<file path="src/rtl/wb_pkg.sv">
// Shared types for the writeback queue: queue entry layout and default depth.
// No logic; imported by the queue, its storage and the interface users.
package wb_pkg;
    localparam int WBQ_DEPTH_DEFAULT = 4;

    typedef struct packed {
        logic [4:0]  rd;
        logic [31:0] data;
    } wb_entry_t;
endpackage

</file>
<file path="src/rtl/wb_queue_if.sv">
// Writeback queue bus: LSU/ALU request ports, register-file write port, read ports.
// slave = queue side, master = core side driving requests and reads.
interface wb_queue_if;
    logic        lsu_valid;
    logic [4:0]  lsu_rd;
    logic [31:0] lsu_data;
    logic        lsu_ready;
    logic        alu_valid;
    logic [4:0]  alu_rd;
    logic [31:0] alu_data;
    logic        alu_ready;
    logic        we3;
    logic [4:0]  a3;
    logic [31:0] wd3;
    logic [4:0]  a1;
    logic [4:0]  a2;
    logic [31:0] rf_rd1;
    logic [31:0] rf_rd2;
    logic [31:0] rd1;
    logic [31:0] rd2;

    modport slave (
        input  lsu_valid, lsu_rd, lsu_data, alu_valid, alu_rd, alu_data,
        input  a1, a2, rf_rd1, rf_rd2,
        output lsu_ready, alu_ready, we3, a3, wd3, rd1, rd2
    );

    modport master (
        output lsu_valid, lsu_rd, lsu_data, alu_valid, alu_rd, alu_data,
        output a1, a2, rf_rd1, rf_rd2,
        input  lsu_ready, alu_ready, we3, a3, wd3, rd1, rd2
    );
endinterface

</file>
<file path="src/rtl/wbq_fifo.sv">
// Circular entry store with two ordered write slots and one read slot, plus occupancy count.
// Latency: write visible at head next cycle; no backpressure, caller guarantees free slots.
// With WBQ_BYPASS_EN the raw storage and read pointer are exported for bypass search.
module wbq_fifo
    import wb_pkg::*;
#(
    parameter  int DEPTH = WBQ_DEPTH_DEFAULT,
    localparam int AW    = $clog2(DEPTH)
) (
    input  logic                   clk,
    input  logic                   reset_n,
    input  logic                   i_wr0,
    input  wb_entry_t              i_wr0_dat,
    input  logic                   i_wr1,
    input  wb_entry_t              i_wr1_dat,
    input  logic                   i_pop,
`ifdef WBQ_BYPASS_EN
    output wb_entry_t [DEPTH-1:0]  o_mem,
    output logic [AW-1:0]          o_rptr,
`endif
    output wb_entry_t              o_head,
    output logic [AW:0]            o_count
);
    wb_entry_t [DEPTH-1:0] r_mem;
    logic [AW-1:0]         r_wptr;
    logic [AW-1:0]         r_rptr;
    logic [AW:0]           r_count;
    logic [AW-1:0]         w_wptr1;

    assign w_wptr1 = r_wptr + AW'(1);

    // Slot 0 is always the older of a simultaneous pair.
    always_ff @(posedge clk) begin
        if (i_wr0) r_mem[r_wptr] <= i_wr0_dat;
        if (i_wr1) r_mem[i_wr0 ? w_wptr1 : r_wptr] <= i_wr1_dat;
    end

    always_ff @(posedge clk) begin
        if (!reset_n) begin
            r_wptr  <= '0;
            r_rptr  <= '0;
            r_count <= '0;
        end else begin
            r_wptr  <= r_wptr + AW'(i_wr0) + AW'(i_wr1);
            if (i_pop) r_rptr <= r_rptr + AW'(1);
            r_count <= r_count + (AW+1)'(i_wr0) + (AW+1)'(i_wr1) - (AW+1)'(i_pop);
        end
    end

    assign o_head  = r_mem[r_rptr];
    assign o_count = r_count;
`ifdef WBQ_BYPASS_EN
    assign o_mem   = r_mem;
    assign o_rptr  = r_rptr;
`endif
endmodule

</file>
<file path="src/rtl/wb_queue.sv">
// Writeback queue: merges LSU/ALU results into the RF write port, head retires every cycle.
// Latency: accepted entry reaches we3 no earlier than next cycle; ready from free-slot count only.
// Define WBQ_BYPASS_EN to forward queued data onto rd1/rd2.
module wb_queue
    import wb_pkg::*;
#(
    parameter  int DEPTH = WBQ_DEPTH_DEFAULT,
    localparam int AW    = $clog2(DEPTH)
) (
    input  logic      clk,
    input  logic      reset_n,
    wb_queue_if.slave wb
);
    localparam logic [AW:0] DEPTH_W = (AW+1)'(DEPTH);

    logic        w_pop;
    logic        w_wr0;
    logic        w_wr1;
    logic [AW:0] w_count;
    logic [AW:0] w_free;
    wb_entry_t   w_head;
    wb_entry_t   w_lsu_ent;
    wb_entry_t   w_alu_ent;

    // Gated by reset so an in-flight head is never written while resetting.
    assign w_pop  = reset_n && (w_count != '0);
    assign w_free = DEPTH_W - w_count + {{AW{1'b0}}, w_pop};

    assign wb.lsu_ready = reset_n && ((wb.lsu_rd == 5'd0) || (w_free >= (AW+1)'(1)));
    assign wb.alu_ready = reset_n && ((wb.alu_rd == 5'd0) || (w_free >= (AW+1)'(2)));

    assign w_wr0 = wb.lsu_valid && wb.lsu_ready && (wb.lsu_rd != 5'd0);
    assign w_wr1 = wb.alu_valid && wb.alu_ready && (wb.alu_rd != 5'd0);

    assign w_lsu_ent = '{rd: wb.lsu_rd, data: wb.lsu_data};
    assign w_alu_ent = '{rd: wb.alu_rd, data: wb.alu_data};

`ifdef WBQ_BYPASS_EN
    wb_entry_t [DEPTH-1:0] w_mem;
    logic [AW-1:0]         w_rptr;
    logic [AW-1:0]         w_idx;
    logic [31:0]           w_byp1;
    logic [31:0]           w_byp2;
`endif

    wbq_fifo #(.DEPTH(DEPTH)) u_fifo (
        .clk       (clk),
        .reset_n   (reset_n),
        .i_wr0     (w_wr0),
        .i_wr0_dat (w_lsu_ent),
        .i_wr1     (w_wr1),
        .i_wr1_dat (w_alu_ent),
        .i_pop     (w_pop),
`ifdef WBQ_BYPASS_EN
        .o_mem     (w_mem),
        .o_rptr    (w_rptr),
`endif
        .o_head    (w_head),
        .o_count   (w_count)
    );

    assign wb.we3 = w_pop;
    assign wb.a3  = w_pop ? w_head.rd   : 5'd0;
    assign wb.wd3 = w_pop ? w_head.data : 32'd0;

`ifdef WBQ_BYPASS_EN
    // Walk oldest to youngest so the last match wins.
    always_comb begin
        w_byp1 = wb.rf_rd1;
        w_byp2 = wb.rf_rd2;
        w_idx  = w_rptr;
        for (int i = 0; i < DEPTH; i++) begin
            w_idx = w_rptr + AW'(i);
            if ((AW+1)'(i) < w_count) begin
                if (w_mem[w_idx].rd == wb.a1) w_byp1 = w_mem[w_idx].data;
                if (w_mem[w_idx].rd == wb.a2) w_byp2 = w_mem[w_idx].data;
            end
        end
    end

    assign wb.rd1 = (wb.a1 == 5'd0) ? 32'd0 : w_byp1;
    assign wb.rd2 = (wb.a2 == 5'd0) ? 32'd0 : w_byp2;
`else
    assign wb.rd1 = (wb.a1 == 5'd0) ? 32'd0 : wb.rf_rd1;
    assign wb.rd2 = (wb.a2 == 5'd0) ? 32'd0 : wb.rf_rd2;
`endif
endmodule

</file>
<file path="src/flat_wrapper.sv">
// flat-port wrapper written by rule: the top's interface ports become plain ports
module wb_queue_flat import wb_pkg::*;
#(
    parameter  int DEPTH = WBQ_DEPTH_DEFAULT,
    localparam int AW    = $clog2(DEPTH)
)
  (clk, reset_n, wb_lsu_valid, wb_lsu_rd, wb_lsu_data, wb_alu_valid, wb_alu_rd, wb_alu_data, wb_a1, wb_a2, wb_rf_rd1, wb_rf_rd2, wb_lsu_ready, wb_alu_ready, wb_we3, wb_a3, wb_wd3, wb_rd1, wb_rd2);
  wb_queue_if wb_i ();
  input  logic clk;
  input  logic reset_n;
  input wire logic [$bits(wb_i.lsu_valid)-1:0] wb_lsu_valid;
  input wire logic [$bits(wb_i.lsu_rd)-1:0] wb_lsu_rd;
  input wire logic [$bits(wb_i.lsu_data)-1:0] wb_lsu_data;
  input wire logic [$bits(wb_i.alu_valid)-1:0] wb_alu_valid;
  input wire logic [$bits(wb_i.alu_rd)-1:0] wb_alu_rd;
  input wire logic [$bits(wb_i.alu_data)-1:0] wb_alu_data;
  input wire logic [$bits(wb_i.a1)-1:0] wb_a1;
  input wire logic [$bits(wb_i.a2)-1:0] wb_a2;
  input wire logic [$bits(wb_i.rf_rd1)-1:0] wb_rf_rd1;
  input wire logic [$bits(wb_i.rf_rd2)-1:0] wb_rf_rd2;
  output wire logic [$bits(wb_i.lsu_ready)-1:0] wb_lsu_ready;
  output wire logic [$bits(wb_i.alu_ready)-1:0] wb_alu_ready;
  output wire logic [$bits(wb_i.we3)-1:0] wb_we3;
  output wire logic [$bits(wb_i.a3)-1:0] wb_a3;
  output wire logic [$bits(wb_i.wd3)-1:0] wb_wd3;
  output wire logic [$bits(wb_i.rd1)-1:0] wb_rd1;
  output wire logic [$bits(wb_i.rd2)-1:0] wb_rd2;
  assign wb_i.lsu_valid = wb_lsu_valid;
  assign wb_i.lsu_rd = wb_lsu_rd;
  assign wb_i.lsu_data = wb_lsu_data;
  assign wb_i.alu_valid = wb_alu_valid;
  assign wb_i.alu_rd = wb_alu_rd;
  assign wb_i.alu_data = wb_alu_data;
  assign wb_i.a1 = wb_a1;
  assign wb_i.a2 = wb_a2;
  assign wb_i.rf_rd1 = wb_rf_rd1;
  assign wb_i.rf_rd2 = wb_rf_rd2;
  assign wb_lsu_ready = wb_i.lsu_ready;
  assign wb_alu_ready = wb_i.alu_ready;
  assign wb_we3 = wb_i.we3;
  assign wb_a3 = wb_i.a3;
  assign wb_wd3 = wb_i.wd3;
  assign wb_rd1 = wb_i.rd1;
  assign wb_rd2 = wb_i.rd2;
  wb_queue #(.DEPTH(DEPTH)) u_core (.clk(clk), .reset_n(reset_n), .wb(wb_i));
endmodule
</file>
<file path="config.mk">
export PLATFORM = sky130hd
export DESIGN_NAME = wb_queue_flat
export DESIGN_NICKNAME = d
export VERILOG_FILES = /design/src/rtl/wb_pkg.sv /design/src/rtl/wb_queue_if.sv /design/src/rtl/wbq_fifo.sv /design/src/rtl/wb_queue.sv /design/src/flat_wrapper.sv
export SDC_FILE = /design/constraint.sdc
export NUM_CORES = 1
export LEC_CHECK = 0
export CORE_MARGIN = 2
export CORE_UTILIZATION = 50
export CTS_CLUSTER_DIAMETER = 30
export DETAILED_ROUTE_END_ITERATION = 7
export MAX_ROUTING_LAYER = met4
export PLACE_DENSITY = 0.84
export SYNTH_ARGS = -nofsm -noshare
export SYNTH_HDL_FRONTEND = slang
export SYNTH_SLANG_ARGS = --single-unit
</file>
<file path="constraint.sdc">
create_clock -name clk -period 5.45 [get_ports clk]
set_input_delay 0.8175 -clock clk [delete_from_list [all_inputs] [get_ports clk]]
set_output_delay 0.8175 -clock clk [all_outputs]
set_load 0.01 [all_outputs]
</file>
# Word level (Yosys, flattened, before mapping)
# Index checks and enable logic that the tools add are counted.
# totals
register_bits	155
out_inout_bits	104
word_cells	60
# op_classes
addsub	9
n_lt_le_gt_ge	7
mux	15
n_reduce_logical	18
# ops
op	n
148-bit bitwise mux	2
148-bit two-way mux	2
37-bit demux with 2-bit select	2
37-bit two-way mux	3
32-bit two-way mux	3
37-bit binary-select mux with 2-bit select	1
5-bit zero test	4
5-bit nonzero test	2
3-bit by 1-bit adder with 3-bit output	3
1-bit logical AND	9
2-bit by 3-bit < comparator with 1-bit output (second input constant)	3
5-bit two-way mux	1
2-bit by 1-bit adder with 2-bit output	2
2-bit by 1-bit adder with 2-bit output (second input constant)	2
2-bit by 1-bit greater-or-equal comparator with 1-bit output (second input constant)	2
3-bit by 1-bit greater-or-equal comparator with 1-bit output (second input constant)	1
3-bit by 2-bit greater-or-equal comparator with 1-bit output (second input constant)	1
3-bit nonzero test	1
3-bit by 1-bit subtractor with 3-bit output	1
3-bit subtractor (first input constant)	1
1-bit logical OR	2
2-bit two-way mux	1

# Depth between registers and ports, before layout
# logic_depth
depth_word	15
ltp_mapped	17

# Cells and area by module
# A second synthesis with hierarchy kept.
# unflattened
cells_unflattened	701
area_unflattened_um2	8889.8
# modules_own_cells
mod	instances	cells_each	area_per_inst_um2	seq_area_each_um2
wbq_fifo	1	564	8029.0	3103.0
wb_queue	1	137	860.8	0.0

# Least setup slack after synthesis
# Ideal clock, no wire load.
# synth_path
path_type	input port to flip-flop
startpoint	input reset_n
endpoint	register u_core.u_fifo.r_count[2], in the netlist u_core.u_fifo.o_count[2]
setup_time_ps	117
arrival_ps	3592
path_slack_ps	1741
cell_stages	17
n_path_buf	2
path_cell_list	clkbuf_1 nand2b_1 ha_1 inv_1 ha_1 xor2_1 nor2_1 clkbuf_1 nor2_1 inv_1 ha_1 inv_1 fa_1 fa_1 xnor2_1 xnor2_1 nor2_1
# synth_via
elab_chain_len	10
word_cells_on_any_way	15
classes_between	add/sub (4); order compare (2); reduce/logical (9)
# synth_rtl
item	line	source
from (decl)	flat_wrapper.sv:10	input logic reset_n;
1-bit logical AND	wb_queue.sv:26	assign w_pop = reset_n && (w_count != '0);
3-bit by 1-bit adder with 3-bit output	wb_queue.sv:27	assign w_free = DEPTH_W - w_count + {{AW{1'b0}}, w_pop};
3-bit by 1-bit greater-or-equal comparator with 1-bit output	wb_queue.sv:29	assign wb.lsu_ready = reset_n && ((wb.lsu_rd == 5'd0) || (w_free >= (AW+1)'(1)));
1-bit logical OR	wb_queue.sv:29	
1-bit logical AND	wb_queue.sv:29	
1-bit logical AND (2 in series)	wb_queue.sv:32	assign w_wr0 = wb.lsu_valid && wb.lsu_ready && (wb.lsu_rd != 5'd0);
3-bit by 1-bit adder with 3-bit output (2 in series)	wbq_fifo.sv:46	r_count <= r_count + (AW+1)'(i_wr0) + (AW+1)'(i_wr1) - (AW+1)'(i_pop);
3-bit by 1-bit subtractor with 3-bit output	wbq_fifo.sv:46	
to (signal assigned)	wbq_fifo.sv:46	
to (decl)	wbq_fifo.sv:27	logic [AW:0] r_count;
# Several ways; a longest one is shown, not always the timed one.
# A chain may end at the register's enable or synchronous reset.

# Worst setup path in the final report
# layout_path
startpoint	input reset_n
endpoint	register u_core.u_fifo.r_mem[2] (netlist name)
# layout_via
elab_chain_len	14
word_cells_on_any_way	21
classes_between	add/sub (1); order compare (4); mux (6); reduce/logical (10)
# layout_rtl
item	line	source
1-bit logical AND	wb_queue.sv:26	
3-bit by 1-bit adder with 3-bit output	wb_queue.sv:27	
3-bit by 1-bit greater-or-equal comparator with 1-bit output	wb_queue.sv:29	
1-bit logical OR	wb_queue.sv:29	
1-bit logical AND	wb_queue.sv:29	
1-bit logical AND (2 in series)	wb_queue.sv:32	
2-bit two-way mux	wbq_fifo.sv:35	if (i_wr1) r_mem[i_wr0 ? w_wptr1 : r_wptr] <= i_wr1_dat;
2-bit by 3-bit < comparator with 1-bit output (not written as such) / 2-bit by 1-bit greater-or-equal comparator with 1-bit output (equally long branches)	wbq_fifo.sv:35	
1-bit logical AND (not written as such)	wbq_fifo.sv:35	
37-bit two-way mux	wbq_fifo.sv:35	
37-bit demux with 2-bit select	wbq_fifo.sv:35	
148-bit bitwise mux	wbq_fifo.sv:35	
148-bit two-way mux *	wbq_fifo.sv:35	
to (signal, indexed assignment)	wbq_fifo.sv:34	if (i_wr0) r_mem[r_wptr] <= i_wr0_dat;
to (signal, indexed assignment)	wbq_fifo.sv:35	
to (decl)	wbq_fifo.sv:24	wb_entry_t [DEPTH-1:0] r_mem;
# Mark *: on every way between the ends. The rest lies on a longest branch, timed or not.

==> out/metrics.cfg <==
[run_status]
status = finished, final reports clean

[global_route]
grt_pass1_vias = 6520
antenna_found_initial = 2
grt_pass1_wl_um = 35490
track_usage_pct = 25.97
overflow = 0
grt_max_degree = 39

[detailed_routing]
routed_wl_um = 23450
final_antenna_net_count = 0
wl_per_cell_um = 19.65
drtIter0Drc = 268
drt-pass1-iter-count = 4
drt-vias-per-instance = 5.464
drc_errors = 0
vias = 6519

[finish]
areaGrowthSynthToFinish_pct = 37.82
final_util_pct = 70.21
drive_gt1_share_pct = 38.41
final_nets = 1115

[synth]
synth_top_area_share_pct = 35.46
synthCells = 707
ys_seq_area_share_pct = 35.46
synth-seq-cells = 155
synth_area_um2 = 8750
syn_nets = 869
synth_area_leaders = dfxtp_1 (35%), mux2_2 (35%), mux4_2 (9.5%), nor2b_1 (4.6%), mux2_1 (3.2%)
syn_area_per_cell_um2 = 12.38
synth_top_cell_by_area = dfxtp_1
synth_warnings = 0
yosysUniqueCellTypes = 32

[placed_design]
pre_cts_slack_ps = 764.1
port_buffers = 255
gp_congestion = 0.7872
place_hpwl_um = 16650

[clock_network]
numCtsBuffers = 17
insertion_delay_ps = 420
cts_buffer_depth = 2
h-tree-depth = 4
postCtsHoldBufs = 0
cts_setup_buffers = 0
cts_tree = built
path_clk_slew_ps = 60
clock-sinks = 155
root_buffer = clkbuf_16
cts_resized = 0

[timing]
slew_headroom_pct = 22.60
final.setup.tns_ps = 0
fmax_ghz = 0.2366
final_hold_viol_count = 0
skew_ps = 14.28
tightest_slew_ps = 1161
final_max_slew_viol_count = 0
layout_setup_ws_ps = 1223
setup_viol = 0
rsz0062_at_grt = false
period_share_pct = 77.55
finalCriticalPeriod_ps = 4227

[worst_setup_path]
end_kind = flip-flop
slowest_stage = mux2i_4
cp-start-kind = input pin
cp_max_fo = 15
crit_chain = clkdlybuf4s50_1, nand2b_1, ha_1, inv_1, ha_1, xor2_1, or3b_1, and4_1, mux2i_4, buf_4, mux2_2
cp.required_ps = 5750
path_class = in -> reg
worst-path-buf-inv = 3
path_delay_family = buffers and inverters
arrival_ps = 4530
path_common_cell = ha_1
cp_slowest_stage_delay_ps = 720

[flow_run]
drv_cap = 0

[power]
p_per_area_nw_per_um2 = 478.6
peakVddDrop_uv = 330.8
p_leak_nw = 4.727

[floorplan]
rows = 48
die_height_um = 136.3
die_x_um = 136.3
die_area_um2 = 18570
pin_count = 256
core_area_um2 = 17180
initial_core_util_pct = 50.94

[worst_hold_path]
hold_class = reg -> reg

[power by group]
group | total [mW] | internal [mW] | switching (mW)
registers | 2.06 | 1.72 | 0.334
clock network | 1.15 | 0.689 | 0.464
logic | 2.56 | 1.72 | 0.846
total | 5.77 | 4.13 | 1.64
[worst paths after layout]
check	from	end	slack, ps	cells past startpoint
worst max-delay path	reset_n	u_core.u_fifo.r_mem[2]	1220	11
worst min-delay path	u_core.u_fifo.o_count[1]	u_core.u_fifo.o_count[2]	570	2
worst max register to register	u_core.u_fifo.o_count[2]	u_core.u_fifo.r_mem[2]	1780	11
worst min register to register	u_core.u_fifo.o_count[1]	u_core.u_fifo.o_count[2]	570	2
[stage by stage]
step	hold slack (ps)	cell area (um2)	total power [mW]	instances
floorplan	506.2	8750	3.865	707
global placement	541.6	11470	4.525	1159
detailed placement	559.3	11470	4.634	1159
CTS	582.2	12050	5.808	1191
global route	602.9	12060	6.117	1193
finish	574.8	12060	5.771	1193
[Yosys cell counts]
library cell,n
clkbuf_1,28
fa_1,3
and3_1,4
nor2b_1,64
a31oi_1,1
mux2_2,271
mux4_2,37
nor4_1,6
nor4b_1,1
xnor2_1,4
ha_1,7
nand3_1,3
or3b_1,1
o211ai_2,1
nand3_2,1
nor3_1,3
nand2_1,3
buf_6,13
dfxtp_1,155
or4_1,3
a21oi_1,1
xor2_1,2
and4_1,1
inv_1,9
mux2_1,25
buf_1,3
and2_1,40
nor2_1,9
or2_2,1
nand2b_1,1
buf_2,2
mux2i_4,4
[layer usage]
metal,vias up,track usage (%),share of wire (%)
met4,0,11.00,2.7
met3,41,4.810,6.1
met1,3168,28.54,39
met2,242,45.98,52
li1,3068,-,-
met5,-,-,0
[sequential cells by signal (all words and copies together) (netlist names)]
name	flops
u_core.u_fifo.r_wptr	2
u_core.u_fifo.r_mem	148
u_core.u_fifo.o_count	3
u_core.u_fifo.r_rptr	2
[cell type report]
| cell class | instances | area (um2) |
|---|---|---|
| Antenna cell | 2 | 5.005 |
| Sequential cell | 155 | 3105 |
| Clock inverter | 9 | 87.58 |
| Inverter | 9 | 33.78 |
| Multi-Input combinational cell | 497 | 5360 |
| Fill cell | 1289 | 5117 |
| Timing Repair Buffer | 273 | 2688 |
| Tap cell | 225 | 281.5 |
| Clock buffer | 23 | 498.0 |
[placed cells by master (no fill, tap or decap), types with 3 or more instances in the layout]
master,netlist,layout
buf_4,0,18
nor2_1,9,7
mux2_1,25,25
clkbuf_8,0,5
and3_1,4,4
clkinvlp_4,0,4
xnor2_1,4,4
or4_1,3,3
and2_1,40,40
inv_1,9,9
clkdlybuf4s50_1,0,255
nor4_1,6,6
nand2_1,3,3
mux2i_4,4,4
ha_1,7,7
dfxtp_1,155,153
mux4_2,37,37
mux2_2,271,271
clkbuf_16,0,17
nor2b_1,64,64
nor3_1,3,3
fa_1,3,3
nand3_2,1,4
[kinds of logic (layout without fill, tap and decap cells)]
| kind of cell | count (synthesis) | after routing | synth area share [%] |
|---|---|---|---|
| muxes | 337 | 337 | 48.65 |
| DFF | 155 | 155 | 35.46 |
| and+or+nand+nor | 141 | 141 | 9.824 |
| buffers and inverters | 55 | 314 | 3.503 |
| adders and majority gates | 10 | 10 | 1.687 |
| xor gates and xnor gates | 6 | 6 | 0.6006 |
| AOI/OAI and AO/OA | 3 | 3 | 0.2717 |
| other | 0 | 2 | 0 |
[worst min-delay path, delay by kind of cell, from the launching register on]
kind          cells  cell delay (ps)
simple gates      1               80
flops             1              370
xor+xnor          1               90
Note: power is estimated with default switching activity, not from simulation.
